## src/rtl/mul_pkg.sv

```systemverilog
// Shared sizing helpers for the pipelined multiplier.
package mul_pkg;
   localparam int ACC_GUARD = 8;

   function automatic int prod_w(input int a_w, input int b_w);
      return a_w + b_w;
   endfunction
endpackage

```

## src/rtl/mul_pipe_stage.sv

```systemverilog
// One pipeline register (valid + product) that holds its contents while hold is high.
module mul_pipe_stage
   import mul_pkg::*;
#(
   parameter int P_W = 8
) (
   input  logic           clk,
   input  logic           rst_n,
   input  logic           hold,
   input  logic           d_vld,
   input  logic [P_W-1:0] d_prod,
   output logic           q_vld,
   output logic [P_W-1:0] q_prod
);
   typedef struct packed {
      logic           vld;
      logic [P_W-1:0] prod;
   } stage_t;

   stage_t q;

   always_ff @(posedge clk or negedge rst_n) begin
      if (!rst_n)
         q <= '0;
      else if (!hold)
         q <= '{vld: d_vld, prod: d_prod};
   end

   assign q_vld  = q.vld;
   assign q_prod = q.prod;
endmodule

```

## src/rtl/pipelined_multiplier.sv

```systemverilog
// Pipelined unsigned multiplier feeding a write FIFO; a full FIFO freezes the whole pipe.
// Optional running accumulator of written products when MUL_ACC_EN is defined.
module pipelined_multiplier
   import mul_pkg::*;
#(
   parameter int A_W    = 4,
   parameter int B_W    = 4,
   parameter int STAGES = 2,
   parameter int CNT_W  = 16
) (
   input  logic                 Wclk,
   input  logic                 Wrst_n,
   input  logic [A_W-1:0]       a_i,
   input  logic [B_W-1:0]       b_i,
   input  logic                 valid_i,
   output logic                 ready_o,
   input  logic                 Wfull_i,
   output logic                 Wen_o,
   output logic [A_W+B_W-1:0]   Mul_o,
   output logic                 Mul_valid_o,
   output logic [CNT_W-1:0]     wr_count_o
`ifdef MUL_ACC_EN
   ,
   input  logic                 acc_clr_i,
   output logic [A_W+B_W+ACC_GUARD-1:0] Acc_o
`endif
);
   localparam int P_W = prod_w(A_W, B_W);

   logic                          stall;
   logic                          in_vld;
   logic [P_W-1:0]                in_prod;
   logic [STAGES-1:0]             vld_pipe;
   logic [STAGES-1:0][P_W-1:0]    prod_pipe;

   // Stall only when a real product is blocked; bubbles at the output never stall.
   assign stall   = Mul_valid_o & Wfull_i;
   assign ready_o = ~stall;
   assign in_vld  = valid_i & ready_o;
   assign in_prod = in_vld ? P_W'(a_i) * P_W'(b_i) : '0;

   for (genvar s = 0; s < STAGES; s++) begin : g_stage
      if (s == 0) begin : g_first
         mul_pipe_stage #(.P_W(P_W)) u_stage (
            .clk(Wclk), .rst_n(Wrst_n), .hold(stall),
            .d_vld(in_vld), .d_prod(in_prod),
            .q_vld(vld_pipe[s]), .q_prod(prod_pipe[s])
         );
      end else begin : g_rest
         mul_pipe_stage #(.P_W(P_W)) u_stage (
            .clk(Wclk), .rst_n(Wrst_n), .hold(stall),
            .d_vld(vld_pipe[s-1]), .d_prod(prod_pipe[s-1]),
            .q_vld(vld_pipe[s]), .q_prod(prod_pipe[s])
         );
      end
   end

   assign Mul_valid_o = vld_pipe[STAGES-1];
   assign Mul_o       = prod_pipe[STAGES-1];
   assign Wen_o       = Mul_valid_o & ~Wfull_i;

   always_ff @(posedge Wclk or negedge Wrst_n) begin
      if (!Wrst_n)
         wr_count_o <= '0;
      else if (Wen_o)
         wr_count_o <= wr_count_o + CNT_W'(1);
   end

`ifdef MUL_ACC_EN
   localparam int ACC_W = P_W + ACC_GUARD;

   // Clear wins over the old sum but still picks up a product written the same cycle.
   always_ff @(posedge Wclk or negedge Wrst_n) begin
      if (!Wrst_n)
         Acc_o <= '0;
      else if (acc_clr_i)
         Acc_o <= Wen_o ? ACC_W'(Mul_o) : '0;
      else if (Wen_o)
         Acc_o <= Acc_o + ACC_W'(Mul_o);
   end
`endif
endmodule

```

## config.mk

```make
export PLATFORM = sky130hd
export DESIGN_NAME = pipelined_multiplier
export DESIGN_NICKNAME = d
export VERILOG_FILES = /design/src/rtl/mul_pkg.sv /design/src/rtl/mul_pipe_stage.sv /design/src/rtl/pipelined_multiplier.sv
export SDC_FILE = /design/constraint.sdc
export NUM_CORES = 1
export LEC_CHECK = 0
export CORE_ASPECT_RATIO = 0.5
export CORE_MARGIN = 5
export CORE_UTILIZATION = 48
export CTS_BUF_LIST = sky130_fd_sc_hd__clkbuf_2 sky130_fd_sc_hd__clkbuf_4 sky130_fd_sc_hd__clkbuf_8
export DETAILED_ROUTE_END_ITERATION = 8
export PLACE_DENSITY = 0.77
export SETUP_SLACK_MARGIN = 0.2
export SYNTH_ARGS = -nofsm -noshare
export SYNTH_HDL_FRONTEND = slang
export SYNTH_SLANG_ARGS = --single-unit
```

## constraint.sdc

```tcl
create_clock -name Wclk -period 1.3 [get_ports Wclk]
set_clock_uncertainty 0.05 [all_clocks]
set_input_delay 0.39 -clock Wclk [delete_from_list [all_inputs] [get_ports Wclk]]
set_output_delay 0.39 -clock Wclk [all_outputs]
set_load 0.01 [all_outputs]
```

# Word-level counts from Yosys, hierarchy flattened
# Index checks and enable logic that the tools add are counted.
# classes
n_bitwise	5
muxes	1
n_addsub	1
multipliers	1
# op_table
operator	n
adder 16 x 1 -> 16 bit, second input constant	1
multiplier 4 x 4 -> 8 bit	1
2-to-1 mux 8 bit	1
AND 1 bit	3
NOT 1 bit	2
# word_totals
word_cells	13
reg_bits	34
inputBits	12
output_inout_bits	27

# Longest topological paths before layout
# depth
ltp_word	4
mapped_depth	10

# By module
# From an unflattened synthesis, not the netlist that was laid out.
# hier_totals
hier_cells	168
hier_area_um2	1978.1
# by_module_without_submodules
mod	area_each_um2	n_inst	cells_each	seq_area_each_um2
pipelined_multiplier	1234.9	1	130	400.4
mul_pipe_stage	371.6	2	19	225.2

# Worst setup path before layout
# OpenSTA, ideal clock, no wires.
# synth_timing
kind	input to register
start	in a_i[0]
end	reg g_stage[0].g_first.u_stage.q, in the netlist g_stage[0].g_first.u_stage.q_prod[6]
path_slack_ns	-1.501
arrival_time_ns	2.641
stages	10
path_buffers	0
path_cell_list	nand2_1 > fa_1 > inv_1 > fa_1 > inv_1 > fa_1 > nor2b_1 > o21a_1 > nor3_1 > o41ai_1
# synth_via
elab_chain_cells	2
# synth_lines
element	line	rtl
start: declaration	pipelined_multiplier.sv:13	input logic [A_W-1:0] a_i,
multiplier 4 x 4 -> 8 bit	pipelined_multiplier.sv:40	assign in_prod = in_vld ? P_W'(a_i) * P_W'(b_i) : '0;
2-to-1 mux 8 bit	pipelined_multiplier.sv:40	
end signal: assignment	mul_pipe_stage.sv:26	q <= '{vld: d_vld, prod: d_prod};
end: declaration	mul_pipe_stage.sv:20	stage_t q;
# Every way passes these cells.
# A chain may end at the register's enable or synchronous reset.

# Worst setup path in the final report
# layout_timing
start	in b_i[1]
end	reg g_stage[0].g_first.u_stage.q, in the netlist g_stage[0].g_first.u_stage.q_prod[6]
# layout_via
elab_chain_cells	2
# layout_lines
element	line	rtl
start: declaration	pipelined_multiplier.sv:14	input logic [B_W-1:0] b_i,
multiplier 4 x 4 -> 8 bit	pipelined_multiplier.sv:40	
2-to-1 mux 8 bit	pipelined_multiplier.sv:40	
# Every way passes these cells.

==> results list <==
- The flow ran to the end, but the final reports show violations.
- Failing checks: setup timing
* Die boundary width: slightly below 100 um
* Pin count of the biggest net entering global routing: 35
- In this run, distinct cell masters in the synthesized netlist total 37.
- Cells along the critical path: buf_8, nand2_8, fa_1, inv_1, fa_1, inv_2, fa_2, nor2b_2, o21a_1, buf_4, o21a_1, o41ai_2
* Peak fanout along the critical path: 3
- Across the VDD grid, the largest voltage drop is ~0.00073 V.
- Setup CP Type: in2reg
- STA puts the critical path data required time at 1.43 ns.
- Register area share after synthesis: between 40 and 50%
- Detailed Route Iter0 Violations: about 80
* Cell area after layout: between 0.003 and 0.004 mm^2
- Leaving out fill and tap cells, the most frequent cell in the layout is sky130_fd_sc_hd__buf_4.
- In this run the worst hold path is classified as in2async.
- Non-filler instance count after layout: ~360
- During I/O placement, the number of pins put on the boundary was 39.
* Port Buf Inserts: 38
- Total of max-cap violations: 0
- Yosys printed 0 warnings.
* Instance count after placement with tap cells included: about 300
* Final cycle utilization of the critical path: 215%
- Share of post-route cells with drive strength above 1: roughly 64%
- For this run, design rule violations remaining after detail routing come to 0.
- Power per cell area: approximately 1300 mW/mm^2
- Of the total synthesized cell area, the portion taken by AND, OR, NAND and NOR gates is roughly a quarter.
* Total number of clock tree sinks: 34
- Wire length of the first global-routing pass: approximately 9.3 mm
* Hold Fails Final Rpt: 0
* Netlist area before placement: around 0.0019 mm^2
- In this run, CTS created clock tree buffers numbering 5.
* Die boundary height: around 54 um
- The pre-antenna-repair detailed-routing pass consisted of 5 iterations.
- After clock tree synthesis, the clock-pin slew on the worst setup and hold paths is 0.07 ns.
* Total length of routed wires: 8.79 mm
* Clock tree from TritonCTS: built
- The final layout contains 337 nets.
* Setup repair after global routing missed its margin: yes
- In this run, synthesis produced a sequential element count of 34.
* Row count: 16
- Setup violations remaining at the end of the flow were counted as 46.
- Synthesis produced a netlist whose cell count is around 180.
* Cell at the root of the clock tree: sky130_fd_sc_hd__clkbuf_8
* Static leakage power: between 1.5 and 2 nW
- Initial antenna violation count: 0
* Vias: between 2k and 2.5k
* Xor and xnor area share after synthesis: 7.50%
* Final Wtd Congestion: ~0.75
- Summing the areas of all compound-gate instances in the mapped netlist gives ~4.2% of the synthesized area.
- Level count of the clock H-tree: 2
- Number of pins exceeding their max-slew limit in the final report: 0
* Vias in the first global route: about 1.9k
- Adder-Cell Fraction of Synth Area: 13.0%
- Average wire per cell in the routed design: ~24 um
- Gate family responsible for the most delay along the worst path: adder cells
- Kind of capture point of the worst setup path: register
- Area grow syn2layout: 94.2%
- Detailed placement ended at an HPWL of about 3.0 mm.
- At the later pin of the worst-skew pair, clock insertion delay measures around 0.30 ns.
* Startpoint type of the worst setup path: primary input
* Vias per std cell: approximately 5.8
* Post-synthesis mux area share: 0.603%
- Main combinational cell family by area after synthesis: simple AND/OR/NAND/NOR gates
* Commonest non-fill, non-tap cells in the layout: sky130_fd_sc_hd__buf_4, sky130_fd_sc_hd__buf_6, sky130_fd_sc_hd__nand2_1, sky130_fd_sc_hd__dfrtp_1
- Worst path buffer plus inverter count: 4
- The number of hold buffers added after CTS was 0.
* Syn avg cell area: between 10 and 15 um^2
* Placeable core area: 0.00382 mm^2
- Max Fclk: 0.357 GHz
* Total routing usage reported by global routing: a little under a quarter
- After global routing the overflow that remains totals 0.
- Subtracting the final worst setup slack from the clock period gives between 2 and 3 ns.
- Placed cell areas: between 0.002 and 0.003 mm^2
* Longest Clk Path Bufs: 2
* Cell at the slowest stage of the critical path: sky130_fd_sc_hd__fa_1
* Worst Slack Setup Final: -1.50 ns
- Tightest Pin Transition: ~0.32 ns
- The count of nets left with antenna violations once routing finished came out at 0.
* Die ar.: roughly 0.0053 mm^2
- Antenna cells: 0
- Starting density of the core: slightly below 50%
* Maximum cell stage delay along the critical path: between 0.5 and 0.6 ns
* Relative slew margins: about four fifths
* Arrival @ worst endpoint: 2.93 ns
- Post-synthesis net count: 211
state kept, by name (all words and copies together), names as in the netlist:
signal / cells
g_stage.g_rest.u_stage.q_prod: 8
wr_count_o: 16
g_stage.g_rest.u_stage.q_vld: 1
g_stage.g_first.u_stage.q_prod: 8
g_stage.g_first.u_stage.q_vld: 1
cells in the mapped netlist, drive strengths merged:
master	n	area share (%)
a21o	1	0.40
a21oi	2	0.54
a31oi	1	0.34
a32o	1	0.54
and2	13	4.4
and2b	1	0.40
and3	2	0.67
and4	1	0.47
buf	2	0.60
clkbuf	2	0.40
dfrtp	34	46
fa	4	4.3
ha	13	8.7
inv	9	1.8
mux2	1	0.60
nand2	45	9.0
nand2b	2	0.67
nand3	9	2.4
nand3b	1	0.40
nand4	4	2.5
nand4b	1	0.80
nor2	4	0.80
nor2b	1	0.34
nor3	3	1.1
nor4	3	2.5
o21a	2	0.80
o21ai	1	0.27
o31ai	2	0.80
o41ai	1	0.47
xnor2	7	3.3
xor2	9	4.2
per-layer routing:
metal / share of wire (%) / track usage, % / up-vias
met5: 0 / 0 / -
met4: 6.8 / 10.2 / 0
met3: 6.2 / 4.79 / 55
met2: 51 / 46.7 / 131
met1: 36 / 24.4 / 1040
li1: - / - / 856
logic make-up (layout without fill, tap and decap cells):
kind of cell | after synthesis | in the layout
and+or+nand+nor | 90 | 90
DFF | 34 | 34
adders and majority gates | 17 | 17
xor gates and xnor gates | 16 | 16
buffers and inverters | 13 | 139
AOI/OAI and AO/OA | 11 | 11
muxes | 1 | 1
final timing paths:
path | start | endpoint | slack (ns) | cells after the start
worst max-delay path | b_i[1] | g_stage[0].g_first.u_stage.q_prod[6] | -1.50 | 12
worst min-delay path | Wrst_n | wr_count_o[1] | 0.41 | 2
worst max register to register | wr_count_o[1] | wr_count_o[9] | -0.29 | 6
worst min register to register | g_stage[0].g_first.u_stage.q_vld | g_stage[1].g_rest.u_stage.q_vld | 0.44 | 1
max in group asynchronous | Wrst_n | wr_count_o[8] | 0.59 | 2
min in group Wclk | g_stage[0].g_first.u_stage.q_vld | g_stage[1].g_rest.u_stage.q_vld | 0.44 | 1
layout make-up:
class,count,area [um^2]
Timing Repair Buffer,123,1220
Inverter,9,36.3
Tap cell,54,67.6
Clock buffer,7,83.8
Fill cell,97,196
Sequential cell,34,862
Multi-Input combinational cell,135,1350
where the power goes:
part	internal, mW	switching (mW)
sequential	1.25	0.237
combinational	1.40	1.09
clock	0.411	0.417
metrics by stage:
stage	util [%]	hold slack, ns	setup TNS, ns	power, mW	worst slack (ns)
after global routing	94.9	0.437	-12.60	4.96	-1.54
final	94.9	0.413	-10.99	4.81	-1.50
after detailed placement	71.2	0.406	-23.68	2.69	-2.05
after CTS	84.9	0.420	-6.92	4.02	-1.24
after global placement	71.2	0.392	-22.76	2.64	-1.94
after floorplan	-	0.0444	-5.95	2.00	-1.26
timing repair:
action | 4_1_cts | 5_1_grt
cloned | 2 | 0
pin swaps | 46 | 31
resized for setup | 223 | 45
setup endpoints to repair | 61 | 61
endpoints found under the hold margin | 0 | 0
setup buffers | 23 | 22
Power figures use the tool's default switching activity.
